File: src/rtl/apb_mem_pkg.sv
// Shared types and helpers for the APB4 memory completer.
// Holds the FSM state encoding and the strobe-width helper.
package apb_mem_pkg;

    typedef enum logic [1:0] {
        IDLE    = 2'd0,
        MEM_REQ = 2'd1,
        RESP    = 2'd2
    } apb_mem_state_t;

    function automatic int strb_width(input int dw);
        return dw / 8;
    endfunction

endpackage

File: src/rtl/apb_mem_timeout.sv
// Ack-wait watchdog for the memory request phase.
// Counts enabled cycles after a clear and flags the final one.
module apb_mem_timeout #(
    parameter int TIMEOUT_CYCLES = 15
) (
    input  logic i_clk,
    input  logic i_rst_n,
    input  logic i_clr,
    input  logic i_en,
    output logic o_expire
);

    localparam int CW =
        (TIMEOUT_CYCLES > 0) ? $clog2(TIMEOUT_CYCLES + 1) : 1;

    generate
        if (TIMEOUT_CYCLES == 0) begin : g_off
            assign o_expire = 1'b0;
        end else begin : g_on
            localparam logic [CW-1:0] LAST = CW'(TIMEOUT_CYCLES - 1);
            localparam logic [CW-1:0] TOP  = CW'(TIMEOUT_CYCLES);
            localparam logic [CW-1:0] ONE  = CW'(1);

            logic [CW-1:0] cnt_q;

            always_ff @(posedge i_clk or negedge i_rst_n) begin
                if (!i_rst_n) begin
                    cnt_q <= '0;
                end else if (i_clr) begin
                    cnt_q <= '0;
                end else if (i_en && (cnt_q != TOP)) begin
                    cnt_q <= cnt_q + ONE;
                end
            end

            // Fires in the cycle whose missing ack completes the budget.
            assign o_expire = i_en && (cnt_q == LAST);
        end
    endgenerate

endmodule

File: src/rtl/apb4_mem_slave.sv
// APB4 completer bridging transfers onto a req/ack memory port.
// Adds byte strobes, variable latency, ack timeout and range errors.
module apb4_mem_slave
    import apb_mem_pkg::*;
#(
    parameter int          ADDR_WIDTH     = 7,
    parameter int          DATA_WIDTH     = 32,
    parameter int unsigned ADDR_LIMIT     = 2**ADDR_WIDTH,
    parameter int          TIMEOUT_CYCLES = 15
) (
    input  logic                              i_clk,
    input  logic                              i_rst_n,
    input  logic [ADDR_WIDTH-1:0]             i_PADDR,
    input  logic                              i_PWRITE,
    input  logic                              i_PSEL,
    input  logic                              i_PENABLE,
    input  logic [DATA_WIDTH-1:0]             i_PWDATA,
    input  logic [strb_width(DATA_WIDTH)-1:0] i_PSTRB,
    output logic                              o_PREADY,
    output logic [DATA_WIDTH-1:0]             o_PRDATA,
    output logic                              o_PSLVERR,
    output logic                              o_mem_req,
    output logic                              o_mem_we,
    output logic [ADDR_WIDTH-1:0]             o_mem_addr,
    output logic [DATA_WIDTH-1:0]             o_mem_wdata,
    output logic [strb_width(DATA_WIDTH)-1:0] o_mem_be,
    input  logic                              i_mem_ack,
    input  logic [DATA_WIDTH-1:0]             i_mem_rdata,
    input  logic                              i_mem_err
);

    localparam int SW = strb_width(DATA_WIDTH);
    localparam logic [ADDR_WIDTH:0] LIMIT = (ADDR_WIDTH + 1)'(ADDR_LIMIT);

    apb_mem_state_t state_q, state_d;

    logic                  err_q, err_d;
    logic                  pready_q, pready_d;
    logic                  pslverr_q, pslverr_d;
    logic [DATA_WIDTH-1:0] prdata_q, prdata_d;
    logic                  req_q, req_d;
    logic                  we_q, we_d;
    logic [ADDR_WIDTH-1:0] addr_q, addr_d;
    logic [DATA_WIDTH-1:0] wdata_q, wdata_d;
    logic [SW-1:0]         be_q, be_d;

    logic tmo_clr;
    logic tmo_en;
    logic tmo_exp;
    logic ack;
    logic setup;
    logic oob;

    assign ack   = i_mem_ack && req_q;
    assign setup = i_PSEL && !i_PENABLE;
    assign oob   = ({1'b0, i_PADDR} >= LIMIT);

    apb_mem_timeout #(
        .TIMEOUT_CYCLES(TIMEOUT_CYCLES)
    ) u_timeout (
        .i_clk    (i_clk),
        .i_rst_n  (i_rst_n),
        .i_clr    (tmo_clr),
        .i_en     (tmo_en),
        .o_expire (tmo_exp)
    );

    always_comb begin
        state_d   = state_q;
        err_d     = err_q;
        pready_d  = 1'b0;
        pslverr_d = 1'b0;
        prdata_d  = '0;
        req_d     = req_q;
        we_d      = we_q;
        addr_d    = addr_q;
        wdata_d   = wdata_q;
        be_d      = be_q;
        tmo_clr   = 1'b0;
        tmo_en    = 1'b0;

        unique case (state_q)
            IDLE: begin
                if (setup) begin
                    we_d    = i_PWRITE;
                    addr_d  = i_PADDR;
                    wdata_d = i_PWDATA;
                    be_d    = i_PWRITE ? i_PSTRB : '1;
                    if (oob) begin
                        err_d   = 1'b1;
                        state_d = RESP;
                    end else begin
                        err_d   = 1'b0;
                        req_d   = 1'b1;
                        tmo_clr = 1'b1;
                        state_d = MEM_REQ;
                    end
                end
            end
            MEM_REQ: begin
                tmo_en = !ack;
                // Ack takes priority over a coincident timeout.
                if (ack) begin
                    req_d    = 1'b0;
                    err_d    = i_mem_err;
                    prdata_d = we_q ? '0 : i_mem_rdata;
                    state_d  = RESP;
                end else if (tmo_exp) begin
                    req_d   = 1'b0;
                    err_d   = 1'b1;
                    state_d = RESP;
                end
            end
            RESP: begin
                state_d = IDLE;
            end
            default: begin
                state_d = IDLE;
                req_d   = 1'b0;
            end
        endcase

        if ((state_d == RESP) && (state_q != RESP)) begin
            pready_d  = 1'b1;
            pslverr_d = err_d;
        end
    end

    always_ff @(posedge i_clk or negedge i_rst_n) begin
        if (!i_rst_n) begin
            state_q   <= IDLE;
            err_q     <= 1'b0;
            pready_q  <= 1'b0;
            pslverr_q <= 1'b0;
            prdata_q  <= '0;
            req_q     <= 1'b0;
            we_q      <= 1'b0;
            addr_q    <= '0;
            wdata_q   <= '0;
            be_q      <= '0;
        end else begin
            state_q   <= state_d;
            err_q     <= err_d;
            pready_q  <= pready_d;
            pslverr_q <= pslverr_d;
            prdata_q  <= prdata_d;
            req_q     <= req_d;
            we_q      <= we_d;
            addr_q    <= addr_d;
            wdata_q   <= wdata_d;
            be_q      <= be_d;
        end
    end

    assign o_PREADY    = pready_q;
    assign o_PSLVERR   = pslverr_q;
    assign o_PRDATA    = prdata_q;
    assign o_mem_req   = req_q;
    assign o_mem_we    = we_q;
    assign o_mem_addr  = addr_q;
    assign o_mem_wdata = wdata_q;
    assign o_mem_be    = be_q;

endmodule

File: config.mk
export PLATFORM = sky130hd
export DESIGN_NAME = apb4_mem_slave
export DESIGN_NICKNAME = d
export VERILOG_FILES = /design/src/rtl/apb_mem_pkg.sv /design/src/rtl/apb_mem_timeout.sv /design/src/rtl/apb4_mem_slave.sv
export SDC_FILE = /design/constraint.sdc
export NUM_CORES = 1
export LEC_CHECK = 0
export CAP_MARGIN = 30
export CORE_MARGIN = 8
export CORE_UTILIZATION = 36
export CTS_CLUSTER_SIZE = 12
export DETAILED_ROUTE_END_ITERATION = 16
export PLACE_DENSITY = 0.77
export SYNTH_ARGS = -nofsm -noshare
export SYNTH_HDL_FRONTEND = slang
export SYNTH_SLANG_ARGS = --single-unit
File: constraint.sdc
create_clock -name i_clk -period 1.45 [get_ports i_clk]
set_input_delay 0.3625 -clock i_clk [delete_from_list [all_inputs] [get_ports i_clk]]
set_output_delay 0.3625 -clock i_clk [all_outputs]
set_load 0.01 [all_outputs]
# Word level (Yosys, flattened, before mapping)
# Index checks and enable logic that the tools add are counted.
# totals
register_bits,86
input_bits,82
out_inout_bits,79
word_cells,55
# classes
addsub,1
eq_ne,8
mux,23
n_bitwise,1
reduce_logical,11
# op_table
cell,n
2-to-1 mux 32 bit,3
2-to-1 mux 4 bit,3
2-to-1 mux 1 bit,11
2-to-1 mux 2 bit,3
logical AND 1 bit,5
"adder 4 x 1 -> 4 bit, second input constant",1
"== test 2 bit, second input constant",2
"== test 4 bit, second input constant",1
"!= test 2 bit, second input constant",2
"!= test 4 bit, second input constant",1
one-hot mux 2 bit (2 select lines),1
"!= test 3 bit, second input constant",1
one-hot mux 1 bit (3 select lines),1
AND reduction 3 bit,1
"== test 2 x 1 -> 1 bit, second input constant",1
logical NOT 1 bit,2
logical NOT 2 bit,1
one-hot mux 1 bit (2 select lines),1
AND reduction 2 bit,1
nonzero test 2 bit,1
inverter 1 bit,1

# Depth between registers and ports, before layout
# Gate-level depths: netlist of run 1.
# logic_depth
word_depth,10
mapped_depth,5
mapped_depth_nobuf,5

# Hierarchy
# Synthesis of run 1 repeated with hierarchy kept, for this count alone.
# unflattened
hier_cells,213
hier_area_um2,3154.3
# modules_own_cells
mod,n_inst,cells_per_inst,area_per_inst_um2,seq_area_each_um2
apb4_mem_slave,1,190,2894.0,2026.9
apb_mem_timeout,1,23,260.2,100.1

# Worst setup path after synthesis of run 1
# Ideal clock, no wire load.
# synth_path
path_kind,reg2reg
from,register state_q[1]
to,register we_q (netlist: o_mem_we)
setup_time_ns,0.117
arrival_time_ns,1.305
t_required_ns,1.333
slack_ns,0.027
stages_incl_launch_ff,6
n_path_buf,2
synth_period_minus_slack_ns,1.423
path_cell_list,dfrtp_1 or4b_1 buf_2 buf_6 nand2_1 nand2_1
# synth_between
elab_chain_len,2
# synth_rtl
item,line_no,text
start: declaration,apb4_mem_slave.sv:35,"apb_mem_state_t state_q, state_d;"
start signal: assignment,apb4_mem_slave.sv:142,state_q <= state_d;
logical NOT 2 bit,apb4_mem_slave.sv:82,unique case (state_q)
AND reduction 2 bit (no source line),-,
end signal: assignment,apb4_mem_slave.sv:148,we_q <= we_d;
end: declaration,apb4_mem_slave.sv:42,"logic we_q, we_d;"
# No other way between the ends.
# A chain may end at the register's enable or synchronous reset.

# Worst setup path after layout of run 1
# layout_path
from,register state_q[1]
to,register wdata_q[27] (netlist: o_mem_wdata[27])
# layout_between
elab_chain_len,2
# layout_rtl
item,line_no,text
logical NOT 2 bit,apb4_mem_slave.sv:82,
AND reduction 2 bit (no source line),-,
end signal: assignment,apb4_mem_slave.sv:150,wdata_q <= wdata_d;
end: declaration,apb4_mem_slave.sv:44,"logic [DATA_WIDTH-1:0] wdata_q, wdata_d;"
# No other way between the ends.

==> results of run 1 <==
[placed cells by master, fill, tap and decap left out, types with 3 or more instances in the layout]
cell,instances
a31oi_1,5
and2_1,32
buf_12,3
buf_4,8
clkbuf_8,9
clkdlybuf4s50_1,78
dfrtp_1,85
dlygate4sd2_1,78
inv_1,5
nand2_1,109
nand2_2,12
nand2_4,4
nand3_1,3
nor2_1,4
[state kept, by name, summed over array words and instances (netlist names)]
register,flops
state_q,2
o_mem_be,4
o_PREADY,1
o_mem_req,1
o_PRDATA,32
o_PSLVERR,1
o_mem_addr,7
o_mem_wdata,32
o_mem_we,1
u_timeout.g_on.cnt_q,4
[metal layers]
metal,GRT usage [%],up-vias,wire (um)
li1,-,1258,-
met1,16.8,1267,3450
met2,22.9,112,4400
met3,6.21,2,1060
met4,4.63,0,32
met5,0,-,0
[worst max-delay path, stage by stage, from the launching register on]
cell	delay, ns
dfrtp_1	0.40
or4b_4	0.62
clkbuf_16	0.21
nand2_1	0.08
nand2_1	0.05
[synthesized netlist by cell type, drive strengths merged (2+ instances only)]
cell type  number  area share [%]
clkbuf          7            0.84
and2           32             6.4
buf             6             1.8
a21oi           2            0.32
nor2            4            0.48
mux2i           2            0.64
a31oi           5             1.0
ha              2            0.80
dfrtp          85              68
and3            2            0.40
o21ai           2            0.32
inv             5            0.60
nand2         125              15
nand3           3            0.48
[report_power, final]
group / switching, mW / total, mW / leakage (nW) / internal (mW)
combinational: 1.49 / 2.98 / 1.56 / 1.48
clock: 0.781 / 1.73 / 0.101 / 0.946
sequential: 0.427 / 3.53 / 1.10 / 3.11
total: 2.70 / 8.24 / 2.76 / 5.54
[worst max-delay path by stage]
| stage | from | end | slack [ns] | cells past startpoint |
|---|---|---|---|---|
| 2_1_floorplan | state_q[1] | o_mem_we | 0.03 | 5 |
| 3_3_place_gp | i_PENABLE | o_mem_wdata[20] | -0.39 | 5 |
| 3_5_place_dp | i_PENABLE | o_mem_addr[0] | -0.47 | 5 |
| 4_1_cts | o_mem_req | o_mem_req | 0.009 | 1 |
| 5_1_grt | state_q[1] | o_mem_wdata[9] | -0.05 | 4 |
| 6_report | state_q[1] | o_mem_wdata[27] | -0.01 | 4 |
[cells by family (layout without fill, tap and decap cells)]
| kind of cell | count (synthesis) | count (layout) |
|---|---|---|
| buffers and inverters | 18 | 194 |
| flip-flops | 85 | 85 |
| adder cells (fa/ha/maj) | 2 | 2 |
| AO/OA/AOI/OAI | 14 | 14 |
| AND/OR/NAND/NOR | 173 | 173 |
| multiplexers | 2 | 2 |
[layout make-up]
cell class | instances | area (um^2) | share of cell area, %
sequential | 85 | 2130 | 41.1
multi-input combinational | 191 | 986 | 19.1
timing repair buffer | 175 | 1700 | 32.9
clock buffer | 9 | 124 | 2.39
inverter | 5 | 18.8 | 0.363
clock inverter | 5 | 77.6 | 1.50
tap | 108 | 135 | 2.61
[per-stage QoR]
step	util, %	hold WS (ns)	total power, mW	setup TNS, ns
after floorplan	-	0.0669	4.80	0
after global placement	57.2	0.429	6.76	-21.68
after detailed placement	57.2	0.431	6.86	-24.83
after CTS	58.6	0.0530	8.15	0
after global routing	60.2	0.0747	8.79	-0.931
final	60.2	0.0430	8.24	-0.0654
[timing repair]
item,CTS,global route
endpoints found under the hold margin,0,0
hold buffers,0,0
pin swaps,0,5
cloned,0,2
setup endpoints to repair,115,44
resized for setup,85,26
buffers inserted,0,1
==> impl_metrics.toml, run 1 <==
[status]
status = "finished, violations left"
failed_checks = "negative setup slack"

[sta]
slew_viol_final = 0
grt_setup_unrepaired = "true"
finalHoldViolCount = 0
worst_slew_pin_slew_ns = 0.451
period_needed_ns = 1.46
setup_viol = 10
slew_headroom_pct = 70.0
fmax_mhz = 683
period_share_pct = 101
fin_skew_ns = 0.00760
postLayoutSetupSlackWorst_ns = -0.0147

[logic_synthesis]
avgSynthCellArea_um2 = 10.7
synth_cell_type_count = 27
synth_edf_count = 0
synth_compound_area_share_pct = 2.95
synthArstFlopShare_pct = 100
syn-num-nets = 378
synthAdderAreaFrac_pct = 0.798
yosysWarnings = 0
synthSimpleGateAreaFrac_pct = 24.6
synthMuxAreaShare_pct = 0.638
ys_ff_latch = 85
synth_xor_area_share_pct = 0
syn-cell-area_mm2 = 0.00314
synth_top_family_by_area = "simple AND/OR/NAND/NOR gates"
synth-main-ff-cell = "dfrtp_1"
yosysSeqAreaShare_pct = 67.8
synth_cells = 294

[final_layout]
final_cells = 578
area_growth_pct = 65.0
n_antenna_cell = 0
fillerInstances = 753
nNetsFinal = 551
layout-drive-gt1-share_pct = 10.6
final_area_mm2 = 0.00517

[hold_path]
hold_class = "in2async"

[place]
dp_slack_ns = -0.468
gp_congestion = 0.693
dpl_cell_area_mm2 = 0.00492
dp.cells = 561
io_buffers = 160
place.detailed.hpwl_mm = 6.48

[worst_setup_path]
cp_data_arrival_time_ns = 1.69
r2r_cells = 4
crit_required_ns = 1.68
r2r_start = "state_q[1]"
worstReg2RegEnd = "o_mem_wdata[27]"
start_kind = "flip-flop"
critPathKind = "reg2reg"
critPathMaxFanout = 16
endpoint_kind = "flip-flop"
reg2reg_setup_slack_ns = -0.01

[route]
drtPass1Iterations = 4
viasPerCell = 4.57
drt_wl_total_mm = 8.95
drc = 0
dr.first_iter.drc_count = 101
wire_per_inst_um = 15.5
vias = 2639
drtAntennaViolNets = 0

[floorplan]
die_w_um = 109
fp.coreArea_mm2 = 0.00859
die_h_um = 109
rows = 34
dieArea_mm2 = 0.0120
start_util_pct = 36.5
boundaryPins = 161

[clock_network]
cts_max_level = 3
clkTransAtPathRegs_ns = 0.08
cts_tree = "built"
cts_inserted_buffers = 9
cts_root_buf = "clkbuf_8"
clk_latency_ns = 0.33
cts.sinks = 85
clockBufferDepth = 2

[pwr]
power.density_mw_per_mm2 = 1590
vdd_drop_max_uv = 664
leakage_nw = 2.76

[grt]
grt_pass1_wl_mm = 13.5
grt_pass1_vias = 2744
grt.total_usage_pct = 14.2
gr-total-overflow = 0
grt_max_degree = 86
antenna_found_initial = 0

[job]
drv_cap = 0
Note: power is estimated with default switching activity, not from simulation.
==> inputs of run 2 (changes only) <==
RECOVER_POWER = 25   (was unset)
==> run 2 against run 1 <==
The flow still finishes with violations (negative setup slack). Die area is the same. First-iteration DRC count increased by 25%. Worst setup slack improved by 0.0014 ns. Clock-buffer cell count did not move. Power about the same. Highest routed layer unchanged.
==> impl_metrics.toml, run 2 (synthesized netlist as in run 1, its figures left out) <==
[status]
status = "finished, violations left"
failed_checks = "negative setup slack"

[worst_setup_path]
cpMaxStageDelayCell = "or4b_4"
r2r_start = "state_q[1]"
critPathKind = "reg2reg"
cp_data_arrival_time_ns = 1.69
crit_required_ns = 1.68
start_kind = "flip-flop"
critPathMaxStageDelay_ns = 0.62
crit_path_frequent_cell = "nand2_1"
endpoint_kind = "flip-flop"
critPathTopFamily = "simple AND/OR/NAND/NOR gates"
cp-startpoint = "state_q[1]"
critPathMaxFanout = 16
path_buf_inv = 1
crit_chain = "or4b_4, clkbuf_16, nand2_1, nand2_1"

[sta]
setup_viol = 9
worst_slew_pin_slew_ns = 1.11
postLayoutSetupSlackWorst_ns = -0.0133
slew_viol_final = 0
period_needed_ns = 1.46
fmax_mhz = 683
period_share_pct = 101
grt_setup_unrepaired = "true"
finalHoldViolCount = 0
fin_skew_ns = 0.00765
slew_headroom_pct = 25.7
fin_tns_setup_ns = -0.0556

[route]
drc = 0
wire_per_inst_um = 15.5
drtPass1Iterations = 4
dr.first_iter.drc_count = 126
drt_wl_total_mm = 8.96
viasPerCell = 4.60
drtAntennaViolNets = 0
vias = 2657

[pwr]
leakage_nw = 2.76
vdd_drop_max_uv = 664
fin_total_pwr_mw = 8.23
power.density_mw_per_mm2 = 1590

[grt]
antenna_found_initial = 0
grt.total_usage_pct = 14.2
grt_pass1_vias = 2744
grt_max_degree = 86
grt_pass1_wl_mm = 13.5
gr-total-overflow = 0

[final_layout]
final_cell_mix = "nand2_1 (109), dfrtp_1 (85), clkdlybuf4s50_1 (78), dlygate4sd2_1 (78), and2_1 (32)"
final_cells = 578
layout_commonest_cell = "nand2_1"
n_antenna_cell = 0
nNetsFinal = 551
area_growth_pct = 64.6
layout-drive-gt1-share_pct = 10.6

[floorplan]
dieArea_mm2 = 0.0120
die_w_um = 109
boundaryPins = 161
fp.coreArea_mm2 = 0.00859
die_h_um = 109
start_util_pct = 36.5
rows = 34

[place]
dp_slack_ns = -0.468
dp.cells = 561
place.detailed.hpwl_mm = 6.48
gp_congestion = 0.693
io_buffers = 160

[clock_network]
clockBufferDepth = 2
clkTransAtPathRegs_ns = 0.08
clk_latency_ns = 0.33
cts_root_buf = "clkbuf_8"
cts_hold_buf = 0
cts_max_level = 3
cts_tree = "built"
cts_inserted_buffers = 9
cts.sinks = 85

[job]
drv_cap = 0

[hold_path]
hold_class = "in2async"
run 2: cell types whose count changed in the layout (fill, tap and decap cells not counted):
cell,previous run,this run
buf_12,3,2
buf_4,8,7
clkbuf_4,0,2
run 2: worst paths after layout:
check	to	slack, ns	cells after the start
setup / recovery	o_mem_wdata[27]	-0.01	4
hold / removal	o_mem_wdata[13]	0.38	2
setup reg to reg	o_mem_wdata[27]	-0.01	4
hold reg to reg	o_mem_addr[6]	0.47	2
max in group asynchronous	o_mem_wdata[4]	0.38	2
min in group i_clk	o_mem_addr[6]	0.47	2
run 2: stage by stage:
stage               area [um^2]  hold WS (ns)  util [%]
floorplan                  3140        0.0669         -
global placement           4920         0.429      57.2
detailed placement         4920         0.431      57.2
CTS                        5040        0.0530      58.6
global route               5160         0.476      60.0
finish                     5160         0.382      60.0
run 2: layout make-up:
| type | instances | area [um^2] |
|---|---|---|
| fill | 754 | 3430 |
| sequential | 85 | 2130 |
| timing repair buffer | 175 | 1690 |
| multi-input combinational | 191 | 986 |
| tap | 108 | 135 |
| clock buffer | 9 | 124 |
| clock inverter | 5 | 77.6 |
| inverter | 5 | 18.8 |
run 2: what timing repair did:
item                                    4_1_cts  5_1_grt
endpoints found under the hold margin         0        0
endpoints found under the setup margin      115       44
pin swaps                                     0        5
setup buffers                                 0        1
gates resized for setup                      85       26
gates cloned                                  0        2
run 2: power breakdown:
group          switching [mW]  internal (mW)  total [mW]
clock network           0.779          0.946        1.73
logic                    1.49           1.48        2.97
registers               0.427           3.11        3.53
run 2: routing by layer:
layer  global-route usage [%]  share of wire, %  vias to the layer above
met5                        0                 0                        -
met4                     4.63              0.36                        0
met3                     6.21                12                        2
met2                     22.9                50                      112
met1                     16.8                38                     1284
li1                         -                 -                     1259
